<file path="src/rtl/timer_peripheral_if.sv">
// Data-bus bundle shared by the pipeline's MEM stage and memory-mapped
// peripherals: address, store data, strobes and the OR-merged readback.
interface timer_peripheral_if;
    logic [31:0] Address;
    logic [31:0] Write_data;
    logic        MemWrite;
    logic        MemRead;
    logic [31:0] Read_data;

    // Pipeline side: issues loads/stores and consumes readback
    modport master (
        output Address,
        output Write_data,
        output MemWrite,
        output MemRead,
        input  Read_data
    );

    // Peripheral side: decodes the access and returns readback
    modport slave (
        input  Address,
        input  Write_data,
        input  MemWrite,
        input  MemRead,
        output Read_data
    );
endinterface

</file>
<file path="src/rtl/timer_peripheral.sv">
// Memory-mapped timer (TH/TL/TCON) with prescaler and a free-running
// SYSTICK counter. Readback is combinational so it can be OR-merged into
// the data-memory load mux; irq is a registered level request.
module timer_peripheral #(
    parameter int PRESCALE = 1,
    parameter int PS_BITS  = 16
) (
    input  logic                clk,
    input  logic                reset,
    timer_peripheral_if.slave   bus,
    output logic                irq
);

    localparam logic [31:0] ADDR_TH      = 32'h4000_0000;
    localparam logic [31:0] ADDR_TL      = 32'h4000_0004;
    localparam logic [31:0] ADDR_TCON    = 32'h4000_0008;
    localparam logic [31:0] ADDR_SYSTICK = 32'h4000_0014;

    localparam logic [PS_BITS-1:0] PS_MAX = PS_BITS'(PRESCALE - 1);
    localparam logic [PS_BITS-1:0] PS_ONE = PS_BITS'(1);
    localparam logic [31:0]        TL_MAX = 32'hFFFF_FFFF;

    // The FSM state is the EN bit: COUNT means the prescaler is running.
    typedef enum logic [0:0] {
        ST_IDLE  = 1'b0,
        ST_COUNT = 1'b1
    } state_t;

    state_t              state_r;
    logic [PS_BITS-1:0]  ps_cnt_r;
    logic [31:0]         th_r;
    logic [31:0]         tl_r;
    logic [31:0]         systick_r;
    logic                ie_r;
    logic                if_r;
    logic                irq_r;

    logic                wr_th_s;
    logic                wr_tl_s;
    logic                wr_tcon_s;
    logic                wr_sys_s;
    logic                disable_s;
    logic                tick_s;
    logic                do_tick_s;
    logic                ovf_s;
    logic                ie_next_s;
    logic                if_next_s;
    logic [31:0]         rd_s;

    // Address decode, tick qualification and next IE/IF with set-priority on IF
    always_comb begin
        wr_th_s   = bus.MemWrite && (bus.Address == ADDR_TH);
        wr_tl_s   = bus.MemWrite && (bus.Address == ADDR_TL);
        wr_tcon_s = bus.MemWrite && (bus.Address == ADDR_TCON);
        wr_sys_s  = bus.MemWrite && (bus.Address == ADDR_SYSTICK);
        // A TCON write that clears EN beats a tick landing in the same cycle.
        disable_s = wr_tcon_s && !bus.Write_data[0];
        tick_s    = (state_r == ST_COUNT) && (ps_cnt_r == PS_MAX);
        // A software TL write also beats the tick: no increment, no reload.
        do_tick_s = tick_s && !wr_tl_s && !disable_s;
        ovf_s     = do_tick_s && (tl_r == TL_MAX);
        if (wr_tcon_s) begin
            ie_next_s = bus.Write_data[1];
            if_next_s = bus.Write_data[2] | ovf_s;
        end else begin
            ie_next_s = ie_r;
            if_next_s = if_r | ovf_s;
        end
    end

    // Combinational readback; zero when unmapped, not reading, or in reset
    always_comb begin
        rd_s = 32'h0000_0000;
        if (!reset || !bus.MemRead) begin
            rd_s = 32'h0000_0000;
        end else begin
            case (bus.Address)
                ADDR_TH:      rd_s = th_r;
                ADDR_TL:      rd_s = tl_r;
                ADDR_TCON:    rd_s = {29'd0, if_r, ie_r, (state_r == ST_COUNT)};
                ADDR_SYSTICK: rd_s = systick_r;
                default:      rd_s = 32'h0000_0000;
            endcase
        end
    end

    assign bus.Read_data = rd_s;
    assign irq           = irq_r;

    // Enable FSM and prescale counter: counts 0..PRESCALE-1 only while COUNT
    always_ff @(posedge clk) begin
        if (!reset) begin
            state_r  <= ST_IDLE;
            ps_cnt_r <= {PS_BITS{1'b0}};
        end else begin
            case (state_r)
                ST_IDLE: begin
                    ps_cnt_r <= {PS_BITS{1'b0}};
                    if (wr_tcon_s && bus.Write_data[0]) begin
                        state_r <= ST_COUNT;
                    end else begin
                        state_r <= ST_IDLE;
                    end
                end
                ST_COUNT: begin
                    if (disable_s) begin
                        state_r  <= ST_IDLE;
                        ps_cnt_r <= {PS_BITS{1'b0}};
                    end else if (tick_s) begin
                        state_r  <= ST_COUNT;
                        ps_cnt_r <= {PS_BITS{1'b0}};
                    end else begin
                        state_r  <= ST_COUNT;
                        ps_cnt_r <= ps_cnt_r + PS_ONE;
                    end
                end
                default: begin
                    state_r  <= ST_IDLE;
                    ps_cnt_r <= {PS_BITS{1'b0}};
                end
            endcase
        end
    end

    // Timer registers: software writes first, then tick-driven increment/reload
    always_ff @(posedge clk) begin
        if (!reset) begin
            th_r <= 32'h0000_0000;
            tl_r <= 32'h0000_0000;
            ie_r <= 1'b0;
            if_r <= 1'b0;
        end else begin
            // Reload reads th_r before this cycle's TH write lands.
            if (wr_th_s) begin
                th_r <= bus.Write_data;
            end else begin
                th_r <= th_r;
            end
            if (wr_tl_s) begin
                tl_r <= bus.Write_data;
            end else if (ovf_s) begin
                tl_r <= th_r;
            end else if (do_tick_s) begin
                tl_r <= tl_r + 32'd1;
            end else begin
                tl_r <= tl_r;
            end
            ie_r <= ie_next_s;
            if_r <= if_next_s;
        end
    end

    // Free-running system tick; a store overrides the increment
    always_ff @(posedge clk) begin
        if (!reset) begin
            systick_r <= 32'h0000_0000;
        end else if (wr_sys_s) begin
            systick_r <= bus.Write_data;
        end else begin
            systick_r <= systick_r + 32'd1;
        end
    end

    // Level interrupt, asserted the cycle after an overflow when enabled
    always_ff @(posedge clk) begin
        if (!reset) begin
            irq_r <= 1'b0;
        end else begin
            irq_r <= ie_next_s & if_next_s;
        end
    end

endmodule

</file>
<file path="src/flat_wrapper.sv">
// flat-port wrapper written by rule: the top's interface ports become plain ports
module timer_peripheral_flat 
#(
    parameter int PRESCALE = 1,
    parameter int PS_BITS  = 16
)
  (clk, reset, irq, bus_Address, bus_Write_data, bus_MemWrite, bus_MemRead, bus_Read_data);
  timer_peripheral_if bus_i ();
  input  logic clk;
  input  logic reset;
  output logic irq;
  input wire logic [$bits(bus_i.Address)-1:0] bus_Address;
  input wire logic [$bits(bus_i.Write_data)-1:0] bus_Write_data;
  input wire logic [$bits(bus_i.MemWrite)-1:0] bus_MemWrite;
  input wire logic [$bits(bus_i.MemRead)-1:0] bus_MemRead;
  output wire logic [$bits(bus_i.Read_data)-1:0] bus_Read_data;
  assign bus_i.Address = bus_Address;
  assign bus_i.Write_data = bus_Write_data;
  assign bus_i.MemWrite = bus_MemWrite;
  assign bus_i.MemRead = bus_MemRead;
  assign bus_Read_data = bus_i.Read_data;
  timer_peripheral #(.PRESCALE(PRESCALE), .PS_BITS(PS_BITS)) u_core (.clk(clk), .reset(reset), .bus(bus_i), .irq(irq));
endmodule
</file>
<file path="config.mk">
export PLATFORM = sky130hd
export DESIGN_NAME = timer_peripheral_flat
export DESIGN_NICKNAME = d
export VERILOG_FILES = /design/src/rtl/timer_peripheral_if.sv /design/src/rtl/timer_peripheral.sv /design/src/flat_wrapper.sv
export SDC_FILE = /design/constraint.sdc
export NUM_CORES = 1
export LEC_CHECK = 0
export CORE_UTILIZATION = 50
export DETAILED_ROUTE_END_ITERATION = 8
export GPL_TIMING_DRIVEN = 0
export HOLD_SLACK_MARGIN = 0.02
export PLACE_DENSITY = 0.77
export SKIP_LAST_GASP = 1
export SYNTH_ARGS = -nofsm -noshare
export SYNTH_HDL_FRONTEND = slang
export SYNTH_SLANG_ARGS = --single-unit
</file>
<file path="constraint.sdc">
create_clock -name clk -period 2.1 [get_ports clk]
set_clock_uncertainty 0.05 [all_clocks]
set_input_delay 0.21 -clock clk [delete_from_list [all_inputs] [get_ports clk]]
set_output_delay 0.21 -clock clk [all_outputs]
set_load 0.005 [all_outputs]
</file>
# After elaboration in Yosys (flattened, before gate mapping)
# Cells that the tools add are included.
dict set report classes {
  addsub 3
  eq_ne 5
  n_mux 14
  n_bitwise 4
  reduce_logical 18
}
# op n
set ops {}
lappend ops {{32-bit 2-to-1 mux} 5}
lappend ops {{32-bit by 31-bit == test with 1-bit output (second input constant)} 4}
lappend ops {{32-bit case mux with 4 select lines} 1}
lappend ops {{32-bit by 1-bit adder with 32-bit output (second input constant)} 2}
lappend ops {{32-bit == test (second input constant)} 1}
lappend ops {{16-bit 2-to-1 mux} 2}
lappend ops {{16-bit case mux with 2 select lines} 1}
lappend ops {{16-bit by 1-bit adder with 16-bit output (second input constant)} 1}
lappend ops {{16-bit zero test} 1}
lappend ops {{1-bit logical AND} 10}
lappend ops {{1-bit zero test} 5}
lappend ops {{1-bit 2-to-1 mux} 4}
lappend ops {{3-bit nonzero test} 1}
lappend ops {{1-bit OR} 2}
lappend ops {{1-bit case mux with 2 select lines} 1}
lappend ops {{1-bit bitwise AND} 1}
lappend ops {{1-bit logical OR} 1}
lappend ops {{1-bit NOT} 1}
dict set report totals {
  ff_bits 116
  input_bits 68
  output_inout_bits 33
}

# Longest topological paths before layout
# Gate-level depths: netlist (run 1).
dict set report logic_depth {
  depth_word 9
  depth_mapped 9
  depth_no_buf 8
}

# Worst setup path before layout (run 1)
# Ideal clock, no wire load.
dict set report synth_path {
  path_kind {register -> register}
  startpoint {register u_core.tl_r[0]}
  endpoint {register u_core.tl_r[15]}
  setup_ns 0.122
  t_arrival_ns 1.975
  required_time_ns 1.928
  path_slack_ns -0.047
  path_stages_with_launch 9
  n_path_buf 1
  synth_period_minus_slack_ns 2.147
  cell_sequence {dfxtp_1 ha_1 nand4_1 nor4_2 nand3_1 buf_2 and3_1 a211oi_1 a21oi_1}
}
dict set report synth_between {
  elab_chain_len 4
  elab_cells_between_ends 7
}
# item line
set synth_rtl {}
lappend synth_rtl {{start: declaration} timer_peripheral.sv:32} ;# logic [31:0] tl_r;
lappend synth_rtl {{start signal: assignment} timer_peripheral.sv:140} ;# tl_r <= bus.Write_data;
lappend synth_rtl {{start signal: assignment} timer_peripheral.sv:142} ;# tl_r <= th_r;
lappend synth_rtl {{start signal: assignment} timer_peripheral.sv:144} ;# tl_r <= tl_r + 32'd1;
lappend synth_rtl {{32-bit by 1-bit adder with 32-bit output or 32-bit == test (tied branches)} {timer_peripheral.sv:144, timer_peripheral.sv:61}}
lappend synth_rtl {{32-bit 2-to-1 mux or 1-bit logical AND (tied branches)} {timer_peripheral.sv:143, timer_peripheral.sv:61}}
lappend synth_rtl {{32-bit 2-to-1 mux} timer_peripheral.sv:141} ;# end else if (ovf_s) begin
lappend synth_rtl {{32-bit 2-to-1 mux} timer_peripheral.sv:139} ;# if (wr_tl_s) begin
# Several ways; a longest one is shown, not always the timed one. The select of a mux whose other input is x is not followed.
# A chain may end at the register's enable or synchronous reset.

# Worst setup path after layout (run 1)
dict set report layout_path {
  startpoint {input bus_Address[4]}
  endpoint {output bus_Read_data[6]}
}
dict set report layout_between {
  elab_chain_len 3
  elab_cells_between_ends 6
}
# item line
set layout_rtl {}
lappend layout_rtl {{start: declaration} flat_wrapper.sv:12} ;# input wire logic [$bits(bus_i.Address)-1:0] bus_Address;
lappend layout_rtl {{32-bit by 31-bit == test with 1-bit output} timer_peripheral.sv:77} ;# case (bus.Address)
lappend layout_rtl {{32-bit case mux with 4 select lines *} timer_peripheral.sv:77}
lappend layout_rtl {{32-bit 2-to-1 mux *} timer_peripheral.sv:74} ;# if (!reset || !bus.MemRead) begin
lappend layout_rtl {{end: declaration} flat_wrapper.sv:16} ;# output wire logic [$bits(bus_i.Read_data)-1:0] bus_Read_data;
# Every way passes the cells marked *; elsewhere a longest branch is shown, timed or not.

==> impl_metrics.prom, run 1 <==
# TYPE chip_impl_metric gauge
chip_impl_metric{name="layout.area.seq",unit="um2"} 2350
chip_impl_info{name="post-synth-top-area-cell",value="sky130_fd_sc_hd__dfxtp_1"} 1
chip_impl_metric{name="max_cap_viol_count",unit=""} 0
chip_impl_metric{name="gp_congestion",unit=""} 0.969
chip_impl_metric{name="synth_warn",unit=""} 0
chip_impl_metric{name="number_of_pins_with_negative_max_slew_slack_in_the_final_report",unit=""} 0
chip_impl_metric{name="synth.yosys.seq_area_share",unit="%"} 32.6
chip_impl_info{name="failed_checks",value="setup timing"} 1
chip_impl_metric{name="clkLatencyLatePin",unit="ns"} 0.44
chip_impl_metric{name="vias_post_dr",unit=""} 9089
chip_impl_metric{name="wl_per_cell",unit="um"} 25.7
chip_impl_metric{name="synthesis.area",unit="um2"} 7130
chip_impl_metric{name="dieHeight",unit="um"} 121
chip_impl_metric{name="timing_hold_violations_final",unit=""} 0
chip_impl_metric{name="critPathArrivalTime",unit="ns"} 2.40
chip_impl_info{name="setup.worst_path.end_class",value="output port"} 1
chip_impl_metric{name="power.density",unit="nW/um2"} 519
chip_impl_metric{name="grt_max_degree",unit=""} 17
chip_impl_metric{name="mux_share_of_post_synthesis_cell_area",unit="%"} 6.43
chip_impl_metric{name="syn_inst",unit=""} 874
chip_impl_metric{name="detailedRoute.firstIterationViolations",unit=""} 1722
chip_impl_metric{name="nNetsFinal",unit=""} 1167
chip_impl_metric{name="boundary_pin_count",unit=""} 101
chip_impl_metric{name="avgViaCountPerCell",unit=""} 7.06
chip_impl_metric{name="timing_worst_slew_pin_value",unit="ns"} 0.793
chip_impl_metric{name="p_clk_share",unit="%"} 53.6
chip_impl_metric{name="ys_types",unit=""} 68
chip_impl_info{name="worst_hold_path_type",value="in2reg"} 1
chip_impl_metric{name="power.share.combinational",unit="%"} 7.0
chip_impl_metric{name="timing.slew.headroom",unit="%"} 47.1
chip_impl_metric{name="final.period_utilization",unit="%"} 127
chip_impl_info{name="startpoint_type",value="primary input"} 1
chip_impl_metric{name="worstPathMaxFanout",unit=""} 8
chip_impl_metric{name="syn_avg_cell_area",unit="um2"} 8.15
chip_impl_metric{name="track_usage",unit="%"} 38.9
chip_impl_metric{name="detail-route-antenna-nets",unit=""} 0
chip_impl_metric{name="synthAdderAreaFrac",unit="%"} 0.702
chip_impl_metric{name="power.leakage",unit="nW"} 4.05
chip_impl_metric{name="std_cell_rows",unit=""} 43
chip_impl_metric{name="synth-edff-count",unit=""} 0
chip_impl_metric{name="place_hpwl",unit="um"} 16800
chip_impl_metric{name="setup-violations-final",unit=""} 143
chip_impl_info{name="mostFrequentLayoutCell",value="sky130_fd_sc_hd__nand2_1"} 1
chip_impl_metric{name="globalRoute.totalOverflow",unit=""} 0
chip_impl_metric{name="ctsHtreeMaxLevel",unit=""} 4
chip_impl_metric{name="coreArea",unit="um2"} 13900
chip_impl_metric{name="drt-total-wl",unit="um"} 33100
chip_impl_metric{name="clock_sink_count",unit=""} 116
chip_impl_metric{name="power.switching_fraction",unit="%"} 24.1
chip_impl_metric{name="drc",unit=""} 0
chip_impl_metric{name="internal_power",unit="W"} 0.00428
chip_impl_metric{name="mappedNetlistNets",unit=""} 946
chip_impl_metric{name="pwr-share-seq",unit="%"} 39.4
chip_impl_metric{name="yosys.area_share.simple",unit="%"} 27.1
chip_impl_metric{name="die_outline_width",unit="um"} 121
chip_impl_metric{name="fp.dieArea",unit="um2"} 14700
chip_impl_metric{name="grt_antenna_before_repair",unit=""} 0
chip_impl_metric{name="initial_utilization",unit="%"} 51.3
chip_impl_metric{name="synth_top_area_share",unit="%"} 32.6
chip_impl_info{name="rsz0062_at_grt",value="yes"} 1
chip_impl_metric{name="upper_clock_frequency_limit",unit="MHz"} 376
chip_impl_metric{name="grt_first_pass_wirelength",unit="um"} 43500
chip_impl_metric{name="path_clk_slew",unit="ns"} 0.06
chip_impl_metric{name="cts_buffers",unit=""} 17
chip_impl_metric{name="postSynthRegisterBits",unit=""} 116
chip_impl_metric{name="share_of_the_synthesized_area_in_compound_gates_ao_oa_aoi_oai",unit="%"} 22.1
chip_impl_metric{name="power.ir.vdd_worst",unit="uV"} 584
chip_impl_metric{name="cts_buffer_depth",unit=""} 2
chip_impl_metric{name="power.switching",unit="W"} 0.00136
chip_impl_info{name="critPathKind",value="in2out"} 1
chip_impl_info{name="synth_top_family_by_area",value="simple AND/OR/NAND/NOR gates"} 1
chip_impl_info{name="cts_tree",value="built"} 1
chip_impl_metric{name="multi_input_comb_area",unit="um2"} 5310
chip_impl_info{name="layout_common_cells",value="sky130_fd_sc_hd__nand2_1, sky130_fd_sc_hd__dfxtp_1, sky130_fd_sc_hd__buf_4"} 1
chip_impl_metric{name="synth_xor_area_share",unit="%"} 6.76
chip_impl_metric{name="final.min_clock_period",unit="ns"} 2.66
chip_impl_metric{name="layout-drive-gt1-share",unit="%"} 38.4
chip_impl_info{name="synth-main-ff-cell",value="sky130_fd_sc_hd__dfxtp_1"} 1
chip_impl_metric{name="setup_slack",unit="ns"} -0.558
chip_impl_metric{name="async_flop_share",unit="%"} 0
chip_impl_metric{name="port-buffer-count",unit=""} 100
chip_impl_metric{name="fillCellCount",unit=""} 803
chip_impl_info{name="status",value="finished, violations left"} 1
chip_impl_info{name="clockRootBuffer",value="sky130_fd_sc_hd__clkbuf_16"} 1
chip_impl_metric{name="n_antenna_cell",unit=""} 0
chip_impl_metric{name="total_power",unit="W"} 0.00564
chip_impl_metric{name="p_r_area_growth_vs_syn",unit="%"} 52.3
chip_impl_metric{name="cts_hold_buffers",unit=""} 0
chip_impl_metric{name="via_count_of_the_first_global_routing_pass",unit=""} 8016
chip_impl_metric{name="final.setup.tns",unit="ns"} -36.43
chip_impl_metric{name="drt_first_pass_iters",unit=""} 7
chip_impl_metric{name="crit_required",unit="ns"} 1.84
chip_impl_info{name="ys_top_cells_by_area",value="sky130_fd_sc_hd__dfxtp_1, sky130_fd_sc_hd__nand2_1, sky130_fd_sc_hd__a21oi_1, sky130_fd_sc_hd__mux2_2, sky130_fd_sc_hd__nor2_1"} 1
## metrics by stage
step	worst slack, ns	std cells	hold slack (ns)	area (um2)	util [%]
final	-0.558	1288	0.356	10900	78.2
after global routing	-0.584	1288	0.374	10900	78.2
after CTS	-0.283	1254	0.357	10200	73.4
after detailed placement	-1.29	1154	0.414	8390	60.4
after global placement	-1.28	1154	0.405	8390	60.4
after floorplan	-0.00199	874	0.275	7160	-
## sequential cells by signal (all words and copies together), names as in the netlist, named ones only
register          flops
u_core.ps_cnt_r      16
u_core.systick_r     32
u_core.th_r          32
u_core.tl_r          32
u_core.if_r           1
u_core.irq            1
u_core.ie_r           1
## repair_timing
item	4_1_cts	5_1_grt
endpoints found under the hold margin	0	0
setup endpoints to repair	140	140
pin swaps	76	59
resized for setup	403	120
buffers inserted	65	43
gates cloned	9	1
## critical path, stage by stage
cell and delay, ns:
sky130_fd_sc_hd__dlygate4sd2_1 0.39, sky130_fd_sc_hd__nor2_2 0.25, sky130_fd_sc_hd__nand4_4 0.20, sky130_fd_sc_hd__nor4_4 0.38
sky130_fd_sc_hd__and2b_2 0.27, sky130_fd_sc_hd__buf_6 0.15, sky130_fd_sc_hd__buf_12 0.11, sky130_fd_sc_hd__buf_12 0.13
sky130_fd_sc_hd__a22oi_2 0.09, sky130_fd_sc_hd__nor2_1 0.09, sky130_fd_sc_hd__buf_2 0.11
## worst paths after layout
| path | from | end | slack [ns] | cells after the start |
|---|---|---|---|---|
| worst max register to register | u_core.tl_r[25]$_SDFFE_PN0P_ | u_core.tl_r[26]$_SDFFE_PN0P_ | -0.30 | 8 |
| worst max-delay path | bus_Address[4] | bus_Read_data[6] | -0.56 | 11 |
| worst min register to register | u_core.th_r[28]$_SDFFE_PN0P_ | u_core.th_r[28]$_SDFFE_PN0P_ | 0.44 | 2 |
| worst min-delay path | bus_Write_data[14] | u_core.th_r[14]$_SDFFE_PN0P_ | 0.36 | 3 |
## power by group through the flow
stage / Combinational (W) / Sequential (W) / Clock (W)
6_report: 0.000397 / 0.00222 / 0.00302
5_1_grt: 0.000403 / 0.00222 / 0.00311
4_1_cts: 0.000349 / 0.00222 / 0.00297
3_5_place_dp: 0.000330 / 0.00227 / 0
3_3_place_gp: 0.000327 / 0.00227 / 0
2_1_floorplan: 0.000116 / 0.00227 / 0
## logic make-up (layout without fill, tap and decap cells)
| logic type | after synthesis | in the layout |
|---|---|---|
| and+or+nand+nor | 353 | 353 |
| AOI/OAI and AO/OA | 235 | 235 |
| DFF | 116 | 116 |
| buffers and inverters | 69 | 303 |
| xor gates and xnor gates | 55 | 55 |
| muxes | 42 | 42 |
| adders and majority gates | 4 | 4 |
## Yosys cell counts (11+ instances only)
library cell	n
sky130_fd_sc_hd__o21ai_0	35
sky130_fd_sc_hd__and3_1	17
sky130_fd_sc_hd__nand3_1	37
sky130_fd_sc_hd__a21oi_1	82
sky130_fd_sc_hd__a211oi_2	12
sky130_fd_sc_hd__inv_1	16
sky130_fd_sc_hd__nor3_1	12
sky130_fd_sc_hd__mux2_2	30
sky130_fd_sc_hd__xor2_1	30
sky130_fd_sc_hd__o21ai_1	11
sky130_fd_sc_hd__nand2_1	110
sky130_fd_sc_hd__buf_2	19
sky130_fd_sc_hd__a22oi_1	38
sky130_fd_sc_hd__mux2i_1	12
sky130_fd_sc_hd__clkbuf_1	24
sky130_fd_sc_hd__dfxtp_1	116
sky130_fd_sc_hd__xnor2_1	25
sky130_fd_sc_hd__nand4_1	24
sky130_fd_sc_hd__and4_1	12
sky130_fd_sc_hd__nor2_1	87
## metal layers
metal  vias up  share of wire (%)  routed length [um]  GRT usage, %
li1       3671                  -                   -             -
met1      4186                 34               11200          45.8
met2       916                 44               14700          62.0
met3       316                 14                4490          10.9
met4         0                8.2                2730          24.7
met5         -                  0                   0             0
## final cells by class
cell class              instances  area share, %
flip-flops and latches        116           21.7
repair buffers                209           17.2
plain buffers                  46           4.12
inverters                      16          0.576
clock buffers                  20           4.21
clock inverters                12           1.24
multi-input cells             689           48.9
well taps                     180           2.07
Note: power is estimated with default switching activity, not from simulation.
==> run 2: changes to the inputs <==
TNS_END_PERCENT = 5   (was not set)
==> impl_metrics.prom, run 2 (same netlist as run 1, synthesis figures left out) <==
# TYPE chip_impl_metric gauge
chip_impl_metric{name="track_usage",unit="%"} 36.7
chip_impl_metric{name="number_of_pins_with_negative_max_slew_slack_in_the_final_report",unit=""} 0
chip_impl_info{name="clockRootBuffer",value="sky130_fd_sc_hd__clkbuf_16"} 1
chip_impl_metric{name="total_power",unit="W"} 0.00578
chip_impl_metric{name="drt-total-wl",unit="um"} 27200
chip_impl_metric{name="grt_first_pass_wirelength",unit="um"} 41100
chip_impl_metric{name="placedCellCount",unit=""} 1154
chip_impl_metric{name="timing_hold_violations_final",unit=""} 0
chip_impl_metric{name="drc",unit=""} 0
chip_impl_metric{name="final_cells",unit=""} 1249
chip_impl_info{name="holdCritStartpoint",value="bus_Write_data[10]"} 1
chip_impl_metric{name="n_antenna_cell",unit=""} 0
chip_impl_metric{name="dieHeight",unit="um"} 121
chip_impl_metric{name="pwr-share-seq",unit="%"} 38.4
chip_impl_metric{name="drt_first_pass_iters",unit=""} 8
chip_impl_info{name="top_signal_layer_used",value="met4"} 1
chip_impl_metric{name="port-buffer-count",unit=""} 100
chip_impl_info{name="mostFrequentLayoutCell",value="sky130_fd_sc_hd__nand2_1"} 1
chip_impl_metric{name="cts_hold_buffers",unit=""} 0
chip_impl_metric{name="via_count_of_the_first_global_routing_pass",unit=""} 7574
chip_impl_info{name="rr_startpoint",value="u_core.tl_r[15]$_SDFFE_PN0P_"} 1
chip_impl_info{name="largest_registers",value="u_core.systick_r x32, u_core.th_r x32, u_core.tl_r x32"} 1
chip_impl_metric{name="setup.reg_to_reg.worst_slack",unit="ns"} -0.30
chip_impl_metric{name="boundary_pin_count",unit=""} 101
chip_impl_metric{name="worstPathMaxFanout",unit=""} 6
chip_impl_metric{name="final.min_clock_period",unit="ns"} 2.41
chip_impl_metric{name="final.period_utilization",unit="%"} 115
chip_impl_metric{name="power.leakage",unit="nW"} 3.74
chip_impl_metric{name="path_clk_slew",unit="ns"} 0.06
chip_impl_metric{name="ctsHtreeMaxLevel",unit=""} 4
chip_impl_metric{name="setup_slack",unit="ns"} -0.314
chip_impl_metric{name="wl_met2",unit="um"} 12400
chip_impl_info{name="layout_common_cells",value="sky130_fd_sc_hd__nand2_1, sky130_fd_sc_hd__dfxtp_1, sky130_fd_sc_hd__a21oi_1"} 1
chip_impl_metric{name="grt_max_degree",unit=""} 17
chip_impl_metric{name="p_clk_share",unit="%"} 55.3
chip_impl_metric{name="avgViaCountPerCell",unit=""} 6.52
chip_impl_metric{name="upper_clock_frequency_limit",unit="MHz"} 414
chip_impl_metric{name="finish.instance_area",unit="um2"} 10100
chip_impl_metric{name="grt_antenna_before_repair",unit=""} 0
chip_impl_metric{name="worstHoldPathCells",unit=""} 3
chip_impl_metric{name="std_cell_rows",unit=""} 43
chip_impl_metric{name="power.ir.vdd_worst",unit="uV"} 579
chip_impl_metric{name="die_outline_width",unit="um"} 121
chip_impl_metric{name="setup-violations-final",unit=""} 126
chip_impl_metric{name="detail-route-antenna-nets",unit=""} 0
chip_impl_info{name="critPathKind",value="in2out"} 1
chip_impl_metric{name="detailed_place.area",unit="um2"} 8390
chip_impl_metric{name="vias_post_dr",unit=""} 8145
chip_impl_metric{name="timing.slew.headroom",unit="%"} 30.0
chip_impl_metric{name="globalRoute.totalOverflow",unit=""} 0
chip_impl_info{name="setup.worst_path.end_class",value="output port"} 1
chip_impl_metric{name="timing_worst_slew_pin_value",unit="ns"} 1.05
chip_impl_info{name="hold_path_sink",value="u_core.th_r[10]$_SDFFE_PN0P_"} 1
chip_impl_metric{name="cts_buffers",unit=""} 17
chip_impl_metric{name="place_hpwl",unit="um"} 16900
chip_impl_metric{name="gp_congestion",unit=""} 0.947
chip_impl_metric{name="internal_power",unit="W"} 0.00449
chip_impl_info{name="rsz0062_at_grt",value="yes"} 1
chip_impl_info{name="worst_hold_path_type",value="in2reg"} 1
chip_impl_metric{name="crit_required",unit="ns"} 1.84
chip_impl_metric{name="power.density",unit="nW/um2"} 573
chip_impl_info{name="reg2reg_to",value="u_core.tl_r[15]$_SDFFE_PN0P_"} 1
chip_impl_metric{name="max_cap_viol_count",unit=""} 0
chip_impl_metric{name="fp.dieArea",unit="um2"} 14700
chip_impl_metric{name="power.switching_fraction",unit="%"} 22.4
chip_impl_metric{name="nNetsFinal",unit=""} 1129
chip_impl_metric{name="coreArea",unit="um2"} 13900
chip_impl_metric{name="dr_wl_met3",unit="um"} 3120
chip_impl_info{name="cts_tree",value="built"} 1
chip_impl_metric{name="clock_sink_count",unit=""} 116
chip_impl_metric{name="cts_buffer_depth",unit=""} 2
chip_impl_info{name="startpoint_type",value="primary input"} 1
chip_impl_metric{name="power.share.combinational",unit="%"} 6.3
chip_impl_metric{name="detailedRoute.firstIterationViolations",unit=""} 1054
chip_impl_metric{name="power.switching",unit="W"} 0.00129
chip_impl_metric{name="clkLatencyLatePin",unit="ns"} 0.43
chip_impl_info{name="status",value="finished, violations left"} 1
chip_impl_metric{name="initial_utilization",unit="%"} 51.3
chip_impl_info{name="failed_checks",value="setup timing"} 1
chip_impl_metric{name="layout-drive-gt1-share",unit="%"} 30.8
chip_impl_metric{name="met1Wirelength",unit="um"} 10100
chip_impl_metric{name="r2r.worst_path.cells",unit=""} 9
chip_impl_info{name="crit_start",value="bus_Address[21]"} 1
chip_impl_metric{name="critPathArrivalTime",unit="ns"} 2.15
chip_impl_metric{name="wl_per_cell",unit="um"} 21.7
chip_impl_metric{name="p_r_area_growth_vs_syn",unit="%"} 41.5
[run 2: cell count changes in the layout (fill, tap and decap cells not counted), sizes merged]
cell and delta:
clkinvlp +1, buf -46, bufinv +2, dlymetal6s2s +3, clkbuf +6, clkinv -4, clkdlybuf4s15 -1
[run 2: power groups by stage]
stage	clock network, W	registers [W]	logic (W)
after global routing	0.00329	0.00222	0.000380
after floorplan	0	0.00227	0.000116
after global placement	0	0.00227	0.000327
final	0.00320	0.00222	0.000366
after CTS	0.00318	0.00222	0.000342
after detailed placement	0	0.00227	0.000330
[run 2: area by class of cell]
type	count	area [um2]
Multi-Input combinational cell	689	4910
Fill cell	1007	3800
Sequential cell	116	2350
Timing Repair Buffer	168	1480
Clock buffer	20	447
Buffer	49	425
Tap cell	180	225
Clock inverter	11	183
Inverter	16	60.1
[run 2: metal layers]
layer	up-vias	GRT usage [%]
li1	3581	-
met5	-	0
met3	155	9.87
met2	568	57.7
met4	0	21.3
met1	3841	44.9
[run 2: stage by stage]
step	util, %	setup TNS, ns	hold slack [ns]	worst slack (ns)
detailed placement	60.4	-115.08	0.417	-1.47
global placement	60.4	-113.47	0.407	-1.46
global route	72.6	-31.65	0.401	-0.423
floorplan	-	-0.157	0.275	-0.0155
CTS	70.3	-20.49	0.360	-0.260
finish	72.6	-20.82	0.364	-0.314
[run 2: worst max-delay path, stage by stage]
cell and delay, ns:
sky130_fd_sc_hd__buf_6 0.09, sky130_fd_sc_hd__nor4_4 0.29, sky130_fd_sc_hd__nand2_1 0.13, sky130_fd_sc_hd__buf_4 0.15, sky130_fd_sc_hd__or3_4 0.39, sky130_fd_sc_hd__nor2_2 0.09, sky130_fd_sc_hd__nand4_1 0.11, sky130_fd_sc_hd__buf_6 0.17
sky130_fd_sc_hd__buf_12 0.14, sky130_fd_sc_hd__clkbuf_16 0.17, sky130_fd_sc_hd__nor2_4 0.11, sky130_fd_sc_hd__buf_2 0.11
[run 2: worst max path at each step]
stage,end,slack (ns),depth (start not counted)
after floorplan,bus_Read_data[22],-0.02,6
after global placement,bus_Read_data[26],-1.46,9
after detailed placement,bus_Read_data[26],-1.47,9
after CTS,bus_Read_data[21],-0.26,10
after global routing,u_core.tl_r[15]$_SDFFE_PN0P_,-0.42,9
final,bus_Read_data[13],-0.31,12
[run 2: what timing repair did]
item	in CTS	in global routing
pin swaps	49	22
endpoints found under the setup margin	138	139
gates cloned	6	2
resized for setup	311	76
setup buffers	50	15
